==> src/rtl/memory_8x32_ctrl.sv <==
// ---------------------------------------------------------------------------
// memory_8x32_ctrl
//
// Initiator-side controller for the 8-word x 32-bit single-ported synchronous
// SRAM. A client issues burst commands (start address plus beat count) over a
// valid/ready handshake. The controller then issues one SRAM access per beat.
// Write beats stream straight through to the SRAM. For reads, the one-cycle
// SRAM latency is absorbed, and each read beat is held in an output register
// until the client accepts it.
//
// Ports
//   clk, reset_n           clock, asynchronous active-low reset
//   req_valid/req_ready    command handshake (ready only while idle)
//   req_write              1 = write burst, 0 = read burst
//   req_addr               burst start address (wraps modulo 8)
//   req_len                beats minus one
//   wvalid/wready/wdata    write beat channel
//   rvalid/rready/rdata    read beat channel (rvalid/rdata registered)
//   done                   one-cycle pulse after the final beat of a burst
//   busy                   controller is not idle
//   mem_address            SRAM address
//   mem_write_enable       SRAM write enable (1 = write, 0 = read)
//   mem_write_data         SRAM write data
//   mem_read_data          SRAM read data, valid one cycle after the address
// ---------------------------------------------------------------------------
module memory_8x32_ctrl #(
    parameter int ADDR_W = 3,
    parameter int DATA_W = 32
) (
    input  logic              clk,
    input  logic              reset_n,

    input  logic              req_valid,
    output logic              req_ready,
    input  logic              req_write,
    input  logic [ADDR_W-1:0] req_addr,
    input  logic [ADDR_W-1:0] req_len,

    input  logic              wvalid,
    output logic              wready,
    input  logic [DATA_W-1:0] wdata,

    output logic              rvalid,
    input  logic              rready,
    output logic [DATA_W-1:0] rdata,

    output logic              done,
    output logic              busy,

    output logic [ADDR_W-1:0] mem_address,
    output logic              mem_write_enable,
    output logic [DATA_W-1:0] mem_write_data,
    input  logic [DATA_W-1:0] mem_read_data
);

    typedef enum logic [2:0] {
        IDLE,
        WR,
        RD_ADDR,
        RD_CAP,
        RD_OUT
    } state_t;

    state_t            state;
    state_t            next_state;

    logic [ADDR_W-1:0] addr_q;
    logic [ADDR_W-1:0] cnt_q;
    logic              write_q;
    logic              rvalid_q;
    logic [DATA_W-1:0] rdata_q;
    logic              done_q;

    // The burst ends on the beat that sees a zero remaining-beat count.
    logic              last_beat;
    assign last_beat = (cnt_q == '0);

    // State register.
    always_ff @(posedge clk or negedge reset_n) begin
        if (!reset_n) begin
            state <= IDLE;
        end else begin
            state <= next_state;
        end
    end

    // Next-state logic. A read beat walks RD_ADDR -> RD_CAP -> RD_OUT. A
    // stalled RD_OUT therefore issues no further SRAM read until the client
    // accepts the held beat.
    always_comb begin
        next_state = state;
        case (state)
            IDLE: begin
                if (req_valid) begin
                    next_state = req_write ? WR : RD_ADDR;
                end
            end
            WR: begin
                if (wvalid && last_beat) begin
                    next_state = IDLE;
                end
            end
            RD_ADDR: begin
                next_state = RD_CAP;
            end
            RD_CAP: begin
                next_state = RD_OUT;
            end
            RD_OUT: begin
                if (rready) begin
                    next_state = last_beat ? IDLE : RD_ADDR;
                end
            end
            default: begin
                next_state = IDLE;
            end
        endcase
    end

    // Burst bookkeeping and the read output register. The address counter is
    // exactly ADDR_W bits wide, so the increment wraps naturally from 7 to 0.
    // done is registered so that it appears in the first idle cycle after the
    // final beat, which is also the cycle in which req_ready is high again.
    always_ff @(posedge clk or negedge reset_n) begin
        if (!reset_n) begin
            addr_q   <= '0;
            cnt_q    <= '0;
            write_q  <= 1'b0;
            rvalid_q <= 1'b0;
            rdata_q  <= '0;
            done_q   <= 1'b0;
        end else begin
            done_q <= 1'b0;
            case (state)
                IDLE: begin
                    if (req_valid) begin
                        addr_q  <= req_addr;
                        cnt_q   <= req_len;
                        write_q <= req_write;
                    end
                end
                WR: begin
                    if (wvalid) begin
                        if (last_beat) begin
                            done_q <= 1'b1;
                        end else begin
                            addr_q <= addr_q + ADDR_W'(1);
                            cnt_q  <= cnt_q - ADDR_W'(1);
                        end
                    end
                end
                RD_CAP: begin
                    rdata_q  <= mem_read_data;
                    rvalid_q <= 1'b1;
                end
                RD_OUT: begin
                    if (rready) begin
                        rvalid_q <= 1'b0;
                        if (last_beat) begin
                            done_q <= 1'b1;
                        end else begin
                            addr_q <= addr_q + ADDR_W'(1);
                            cnt_q  <= cnt_q - ADDR_W'(1);
                        end
                    end
                end
                default: begin
                end
            endcase
        end
    end

    // The SRAM sees the burst address and the client write data at all times.
    // It is written only on an accepted write beat. write_q keeps a write
    // strobe tied to a command that was latched as a write. Every other cycle
    // is a side-effect-free read.
    assign mem_address      = addr_q;
    assign mem_write_data   = wdata;
    assign mem_write_enable = (state == WR) && write_q && wvalid;

    assign req_ready = (state == IDLE);
    assign wready    = (state == WR);
    assign busy      = (state != IDLE);
    assign rvalid    = rvalid_q;
    assign rdata     = rdata_q;
    assign done      = done_q;

endmodule

==> config.mk <==
export PLATFORM = sky130hd
export DESIGN_NAME = memory_8x32_ctrl
export DESIGN_NICKNAME = d
export VERILOG_FILES = /design/src/rtl/memory_8x32_ctrl.sv
export SDC_FILE = /design/constraint.sdc
export NUM_CORES = 1
export LEC_CHECK = 0
export ABC_AREA = 1
export CAP_MARGIN = 20
export CELL_PAD_IN_SITES_DETAIL_PLACEMENT = 1
export CELL_PAD_IN_SITES_GLOBAL_PLACEMENT = 2
export CORE_ASPECT_RATIO = 1.1
export CORE_MARGIN = 2
export CORE_UTILIZATION = 21
export DETAILED_ROUTE_END_ITERATION = 10
export HOLD_SLACK_MARGIN = 0.15
export PLACE_DENSITY = 0.8
export SLEW_MARGIN = 30
export SYNTH_ARGS = -nofsm -noshare
export SYNTH_HDL_FRONTEND = slang
export SYNTH_SLANG_ARGS = --single-unit
==> constraint.sdc <==
create_clock -name clk -period 1.6 [get_ports clk]
set_clock_uncertainty 0.15 [all_clocks]
set_input_delay 0.32 -clock clk [delete_from_list [all_inputs] [get_ports clk]]
set_output_delay 0.32 -clock clk [all_outputs]
set_load 0.05 [all_outputs]
Yosys cells after proc, flatten, opt, wreduce, memory -nomap -nowiden
Cells that the tools add are included.
{"block": "totals", "regBits": 44, "latchBits": 0, "ram_bits": 0, "mem_bits_ro": 0, "in_bits": 76, "out_inout_bits": 73, "memories": 0}
{"block": "classes", "addsub": 2, "multipliers": 0, "div": 0, "n_lt_le_gt_ge": 0, "n_eq_ne": 8, "n_shift": 0, "n_mux": 22, "n_bitwise": 0, "n_reduce_logical": 12}
{"op": "3-bit 2-to-1 mux", "n": 11}
{"op": "3-bit case mux with 3 select lines", "n": 2}
{"op": "3-bit case mux with 5 select lines", "n": 1}
{"op": "3-bit by 2-bit equality test with 1-bit output (second input constant)", "n": 2}
{"op": "3-bit zero test", "n": 2}
{"op": "2-bit inequality test (second input constant)", "n": 3}
{"op": "3-bit nonzero test", "n": 2}
{"op": "1-bit 2-to-1 mux", "n": 4}
{"op": "2-bit 2-to-1 mux", "n": 2}
{"op": "1-bit case mux with 2 select lines", "n": 2}
{"op": "2-bit AND reduction", "n": 2}
{"op": "4-bit AND reduction", "n": 1}
{"op": "3-bit by 1-bit adder with 3-bit output (second input constant)", "n": 1}
{"op": "3-bit by 1-bit equality test with 1-bit output (second input constant)", "n": 1}
{"op": "3-bit equality test (second input constant)", "n": 1}
{"op": "1-bit logical AND", "n": 3}
{"op": "3-bit AND reduction", "n": 1}
{"op": "3-bit by 1-bit subtractor with 3-bit output (second input constant)", "n": 1}
{"op": "2-bit by 1-bit inequality test with 1-bit output (second input constant)", "n": 1}
{"op": "2-bit nonzero test", "n": 1}

Longest topological paths before layout
Gate-level depths: netlist of run 1.
{"block": "depth", "word_depth": 4, "mapped_depth": 8, "mapped_depth_nobuf": 8}

Worst setup path before layout of run 1
OpenSTA, ideal clock, no wires.
{"block": "synth_path", "path_kind": "register to output", "start": "register state[1]", "end": "output mem_write_enable", "arrival_time_ns": 1.420, "required_time_ns": 1.130, "setup_slack_ns": -0.290, "path_stages_with_launch": 4, "path_cell_list": "dfrtp_1 nor2_2 nand2_4 nor2_1"}
{"block": "synth_via", "elab_chain_len": 3}
{"item": "start, declared", "line_no": "64", "text": "state_t state;"}
{"item": "start signal, assigned", "line_no": "83", "text": "state <= next_state;"}
{"item": "3-bit by 1-bit equality test with 1-bit output", "line_no": "179", "text": "assign mem_write_enable = (state == WR) && write_q && wvalid;"}
{"item": "1-bit logical AND (2 in a row)", "line_no": "179"}
{"item": "end, declared", "line_no": "51", "text": "output logic mem_write_enable,"}
No other way between the ends.

Final worst setup path of run 1
{"block": "layout_path", "start": "input wvalid", "end": "output mem_write_enable"}
{"block": "layout_via", "elab_chain_len": 1}
{"item": "start, declared", "line_no": "39", "text": "input logic wvalid,"}
{"item": "1-bit logical AND", "line_no": "179"}
No other way between the ends.

==> results.json, run 1 <==
{
  "status": "complete, but fails checks",
  "violations": "negative setup slack",
  "setup_viol": 23,
  "cts-root-buf": "clkbuf_16",
  "worst_hold_startpoint": "cnt_q[1]",
  "first_global_vias": 2051,
  "ant_nets": 0,
  "num_vias": 1752,
  "wire_per_inst_um": 14.9,
  "drcViolationCount": 0,
  "nets": 367,
  "cp-end-kind": "output pin",
  "yosys_register_bits": 44,
  "worstMarginPinSlew_ns": 0.259,
  "start_util_pct": 21.5,
  "p_per_area_nw_per_um2": 2590,
  "rr_startpoint": "state[1]",
  "synth_top_area_share_pct": 46.9,
  "required_ns": 1.13,
  "ys_seq_area_share_pct": 46.9,
  "path_class": "input pin to output pin",
  "wl_met2_um": 3470,
  "tns_ns": -0.449,
  "grt_max_degree": 45,
  "r2r_setup_slack_ns": -0.02,
  "drt_wl_total_um": 6510,
  "hp-class": "register to register",
  "core-area_sq_um": 10900,
  "cp_max_fo": 3,
  "hold_depth": 2,
  "drt-met1-wl_um": 2290,
  "grt_pass1_wl_um": 10400,
  "pin_count": 149,
  "grt-ovfl-total": 0,
  "antenna_found_initial": 0,
  "synthesis.nets": 287,
  "min_period_ns": 1.70,
  "synth.distinct_cells": 23,
  "diodes": 0,
  "portBuffers": 84,
  "cts_buffers": 5,
  "dp_hpwl_um": 4730,
  "syn_area_sq_um": 2350,
  "htreeDepth": 2,
  "cp-start-kind": "input pin",
  "whs_ns": 0.353,
  "gr-usage-all-layers_pct": 11.1,
  "finalHoldViolations": 0,
  "via_per_inst": 4.02,
  "path_clk_slew_ns": 0.06,
  "ys_warn_count": 0,
  "arrival_ns": 1.23,
  "syn_area_per_cell_sq_um": 11.3,
  "worstHoldEndpoint": "cnt_q[1]",
  "fillers": 1196,
  "insertion_delay_ns": 0.28,
  "gp_congestion": 0.812,
  "synth_cells": 208,
  "cts_tree": "yes",
  "drive_above_1_share_pct": 47.8,
  "fin_ws_ns": -0.100,
  "die_h_um": 115,
  "first_iter_violations": 25,
  "yosysTopAreaCell": "dfrtp_1",
  "die-area_sq_um": 12000,
  "cts_sinks": 44,
  "area_delta_synth_final_pct": 71.4,
  "placed_cell_area_sq_um": 3630,
  "firstDrtPassIters": 4,
  "cts_buffer_depth": 2,
  "die_w_um": 105,
  "maxSlewViolCount": 0,
  "relSlewSlack_pct": 82.7,
  "dr_wl_met3_um": 548,
  "reg2reg_depth": 5,
  "ir_worst_vdd_mv": 1.13,
  "synthTopCellsByArea": "dfrtp_1 47%, mux2_4 18%, buf_4 11%",
  "row_count": 40,
  "fmax_ghz": 0.588,
  "cap_violations": 0,
  "period_share_pct": 106,
  "p_leak_nw": 1.94,
  "rsz0062_at_grt": "true",
  "rr_endpoint": "rdata[30]",
  "top_layer": "met4",
  "stdcell_area_sq_um": 4020
}
==> how the worst max path moves through the flow <==
stage / from / end / slack [ns] / depth (start not counted)
floorplan: state[1] / mem_write_enable / -0.06 / 3
global placement: wvalid / mem_write_enable / -0.06 / 4
detailed placement: rready / mem_address[1] / -0.09 / 6
CTS: state[1] / mem_write_enable / -0.1 / 4
global route: wvalid / mem_write_enable / -0.15 / 4
finish: wvalid / mem_write_enable / -0.1 / 4
==> final cells by class <==
| type | instances | area [sq um] | area share [%] |
|---|---|---|---|
| clock inverters | 2 | 35.0 | 0.871 |
| repair buffers | 109 | 1490 | 36.9 |
| inverters | 14 | 55.1 | 1.37 |
| well taps | 147 | 184 | 4.57 |
| flip-flops and latches | 44 | 1100 | 27.5 |
| multi-input cells | 114 | 1030 | 25.6 |
| clock buffers | 6 | 129 | 3.20 |
==> repair_timing <==
action,4_1_cts,5_1_grt
hold buffers,1,0
gates resized for setup,9,21
buffers inserted,7,6
endpoints found under the hold margin,44,0
pin swaps,3,13
endpoints found under the setup margin,4,12
==> cells in the final DEF (no fill, tap or decap), types with 2 or more instances in the layout <==
cell	count
nand2_1	35
nor2_4	4
clkbuf_16	5
inv_2	4
clkdlybuf4s50_1	42
dfrtp_1	41
xor2_1	2
inv_1	9
nand3_2	7
buf_4	20
buf_12	45
mux2_4	32
a21oi_1	2
nand2_2	4
nor2_1	3
nand2_4	2
nand3_4	2
ha_1	3
nand2_8	2
nand3_1	10
dfrtp_2	3
==> Yosys cell counts (all sizes together) <==
cell,count
nand3,19
nor2,8
dfrtp,44
a21oi,4
nand3b,1
buf,36
nand2,43
xor2,2
inv,14
ha,3
o21ai,1
mux2,32
o22ai,1
==> stage by stage <==
step	instances	worst slack [ns]	power, mW	utilization (%)
finish	436	-0.100	10.4	36.9
global route	436	-0.149	11.0	36.9
CTS	431	-0.0970	10.2	35.7
detailed placement	415	-0.0870	8.79	33.3
global placement	415	-0.0555	8.66	33.3
floorplan	208	-0.0608	5.82	-
==> critical path, cell delays in order <==
cell	delay [ns]
clkdlybuf4s50_1	0.54
nand2_2	0.09
nor2_4	0.13
buf_12	0.14
==> metal layers <==
metal / track usage [%] / up-vias
li1: - / 799
met1: 11.3 / 857
met2: 19.7 / 78
met3: 4.76 / 18
met4: 5.07 / 0
met5: 0 / -
==> power breakdown <==
| part | switching [mW] | leakage, nW | total [mW] | internal (mW) |
|---|---|---|---|---|
| clock | 0.431 | 0.0808 | 1.17 | 0.735 |
| combinational | 3.43 | 1.34 | 6.91 | 3.48 |
| sequential | 0.653 | 0.518 | 2.34 | 1.68 |
==> kinds of logic (layout without fill, tap and decap cells) <==
logic type | after synthesis | after routing | synth area share (%)
flops | 44 | 44 | 46.9
fa+ha+maj | 3 | 3 | 1.60
xor+xnor | 2 | 2 | 0.746
simple gates | 71 | 71 | 14.9
buf+inv | 50 | 131 | 14.2
compound gates | 6 | 6 | 1.81
mux | 32 | 32 | 19.8
==> flip-flops by register name, indices dropped and copies added, names as in the netlist <==
| register | cells |
|---|---|
| cnt_q | 3 |
| rdata | 32 |
| mem_address | 3 |
| state | 3 |
| done | 1 |
| rvalid | 1 |
| write_q | 1 |
(Power assumes the default switching activity.)
==> run 2: changes to the inputs <==
--- a/config.mk
+++ b/config.mk
@@ -15,7 +15,6 @@
 export DETAILED_ROUTE_END_ITERATION = 10
 export HOLD_SLACK_MARGIN = 0.15
 export PLACE_DENSITY = 0.8
-export SLEW_MARGIN = 30
 export SYNTH_ARGS = -nofsm -noshare
 export SYNTH_HDL_FRONTEND = slang
 export SYNTH_SLANG_ARGS = --single-unit
==> results of run 2 <==
Same layout as run 1: the final DEF is identical, and so are final timing and power.
==> run 3: changes to the inputs <==
--- a/config.mk
+++ b/config.mk
@@ -7,11 +7,9 @@
 export LEC_CHECK = 0
 export ABC_AREA = 1
 export CAP_MARGIN = 20
-export CELL_PAD_IN_SITES_DETAIL_PLACEMENT = 1
-export CELL_PAD_IN_SITES_GLOBAL_PLACEMENT = 2
 export CORE_ASPECT_RATIO = 1.1
 export CORE_MARGIN = 2
-export CORE_UTILIZATION = 21
+export CORE_UTILIZATION = 37
 export DETAILED_ROUTE_END_ITERATION = 10
 export HOLD_SLACK_MARGIN = 0.15
 export PLACE_DENSITY = 0.8
==> run 3 against run 2 <==
Net effect:
- the flow still finishes with violations (negative setup slack)
- critical path depth did not move
- largest cell class unchanged
- critical path type is now register to output pin
- design area fell by 5.8%
- sequential share of layout area rose by 1.7 points
- highest routed layer unchanged
==> results.json, run 3 (synthesis gave the netlist of run 1 again) <==
{
  "reg2reg_depth": 8,
  "status": "complete, but fails checks",
  "start_util_pct": 38.1,
  "path_class": "register to output pin",
  "final_cell_mix": "44 x buf_12, 42 x clkdlybuf4s50_1, 41 x dfrtp_1",
  "max_stage_delay_ns": 0.45,
  "drcViolationCount": 0,
  "power_frac_clock_pct": 9.0,
  "die_h_um": 87.5,
  "diodes": 0,
  "nets": 362,
  "ir_worst_vdd_mv": 1.51,
  "largest_register_ffs": 32,
  "final_common_cell": "buf_12",
  "placed_cells": 349,
  "stdcell_area_sq_um": 3790,
  "grt-ovfl-total": 0,
  "worstMarginPinSlew_ns": 0.236,
  "via_per_inst": 4.61,
  "p_per_area_nw_per_um2": 2590,
  "setup_viol": 4,
  "r2r_setup_slack_ns": 0.07,
  "cpMaxStageDelayCell": "dfrtp_2",
  "path_clk_slew_ns": 0.08,
  "switching_power_mw": 4.28,
  "cts_buffer_depth": 2,
  "portBuffers": 84,
  "cp-end-kind": "output pin",
  "required_ns": 1.13,
  "min_period_ns": 1.69,
  "hp-class": "register to register",
  "multi_input_area_sq_um": 967,
  "cts_buffers": 5,
  "pin_count": 149,
  "htreeDepth": 2,
  "grt_pass1_wl_um": 8680,
  "area_delta_synth_final_pct": 61.4,
  "p_leak_nw": 1.86,
  "switching_share_pct": 43.7,
  "first_global_vias": 1833,
  "cp-start-kind": "register",
  "fin_ws_ns": -0.0879,
  "firstDrtPassIters": 3,
  "worst_hold_startpoint": "cnt_q[1]",
  "rr_startpoint": "state[1]",
  "insertion_delay_ns": 0.29,
  "cpMostUsedCell": "nor2_4",
  "gr-usage-all-layers_pct": 16.0,
  "antenna_found_initial": 0,
  "gp_congestion": 0.811,
  "pwr-share-seq_pct": 23.7,
  "drt_wl_total_um": 5360,
  "fillers": 486,
  "cts_sinks": 44,
  "arrival_ns": 1.22,
  "cap_violations": 0,
  "drive_above_1_share_pct": 43.3,
  "rsz0062_at_grt": "true",
  "core-area_sq_um": 6160,
  "cts_tree": "yes",
  "first_iter_violations": 16,
  "row_count": 30,
  "worstPathCellList": "nor2_4 -> nand2_4 -> nor2_4 -> buf_12",
  "relSlewSlack_pct": 84.3,
  "hold_depth": 2,
  "maxSlewViolCount": 0,
  "worstHoldEndpoint": "cnt_q[1]",
  "fmax_ghz": 0.592,
  "wire_per_inst_um": 14.7,
  "p_int_mw": 5.52,
  "violations": "negative setup slack",
  "cp_max_fo": 4,
  "die-area_sq_um": 7000,
  "dp_hpwl_um": 4080,
  "ant_nets": 0,
  "die_w_um": 79.9,
  "placed_cell_area_sq_um": 3550,
  "finalHoldViolations": 0,
  "cts-root-buf": "clkbuf_8",
  "final_cells": 364,
  "num_vias": 1679,
  "period_share_pct": 105,
  "p_comb_share_pct": 67.3,
  "grt_max_degree": 45,
  "rr_endpoint": "mem_address[2]",
  "pre_cts_slack_ns": -0.0830,
  "regArea_sq_um": 1100
}
[run 3: cell types whose count changed in the layout (fill, tap and decap cells not counted), sizes merged]
cell | before | now
buf | 66 | 61
[run 3: worst max-delay path by stage]
| stage | from | to | cells past startpoint |
|---|---|---|---|
| floorplan | state[1] | mem_write_enable | 3 |
| global placement | wvalid | mem_write_enable | 4 |
| detailed placement | wvalid | mem_write_enable | 4 |
| CTS | state[2] | mem_write_enable | 4 |
| global route | state[2] | mem_write_enable | 4 |
| finish | state[2] | mem_write_enable | 4 |
[run 3: per-layer routing]
| layer | wire (um) | GRT usage [%] |
|---|---|---|
| met4 | 157 | 7.24 |
| met3 | 411 | 5.15 |
| met1 | 1960 | 18.1 |
| met2 | 2840 | 27.4 |
| met5 | 0 | 0 |
[run 3: power groups by stage]
stage                     clock network, mW  logic, mW  registers [mW]
final                                 0.880       6.59            2.33
after global routing                  0.970       6.92            2.40
after CTS                             0.917       6.54            2.33
after detailed placement                  0       6.36            2.34
after global placement                    0       6.25            2.29
after floorplan                           0       2.17            3.66
[run 3: timing repair]
action	4_1_cts	5_1_grt
hold endpoints to repair	44	0
pin swaps	3	1
endpoints found under the setup margin	4	19
buffers inserted	6	0
hold buffers	1	0
resized for setup	7	8
[run 3: area by class of cell]
| type | instances | area share, % |
|---|---|---|
| Clock buffer | 6 | 2.18 |
| Clock inverter | 2 | 1.02 |
| Inverter | 14 | 1.45 |
| Multi-Input combinational cell | 114 | 25.5 |
| Sequential cell | 44 | 29.2 |
| Tap cell | 80 | 2.64 |
| Timing Repair Buffer | 104 | 38.0 |
[run 3: worst max-delay path, delay by kind of cell, from the launching register on]
kind / cells / cell delay (ns)
flops: 1 / 0.45
buf+inv: 1 / 0.14
simple gates: 3 / 0.33
[run 3: through the flow]
step                power (mW)  hold slack, ns  setup TNS, ns  utilization (%)
floorplan                 5.82          -0.126         -0.138                -
global placement          8.54           0.166        -0.0494             57.7
detailed placement        8.70           0.166         -0.390             57.7
CTS                       9.78           0.340         -0.239             60.9
global route              10.3           0.384         -0.508             61.5
finish                    9.80           0.359         -0.253             61.5
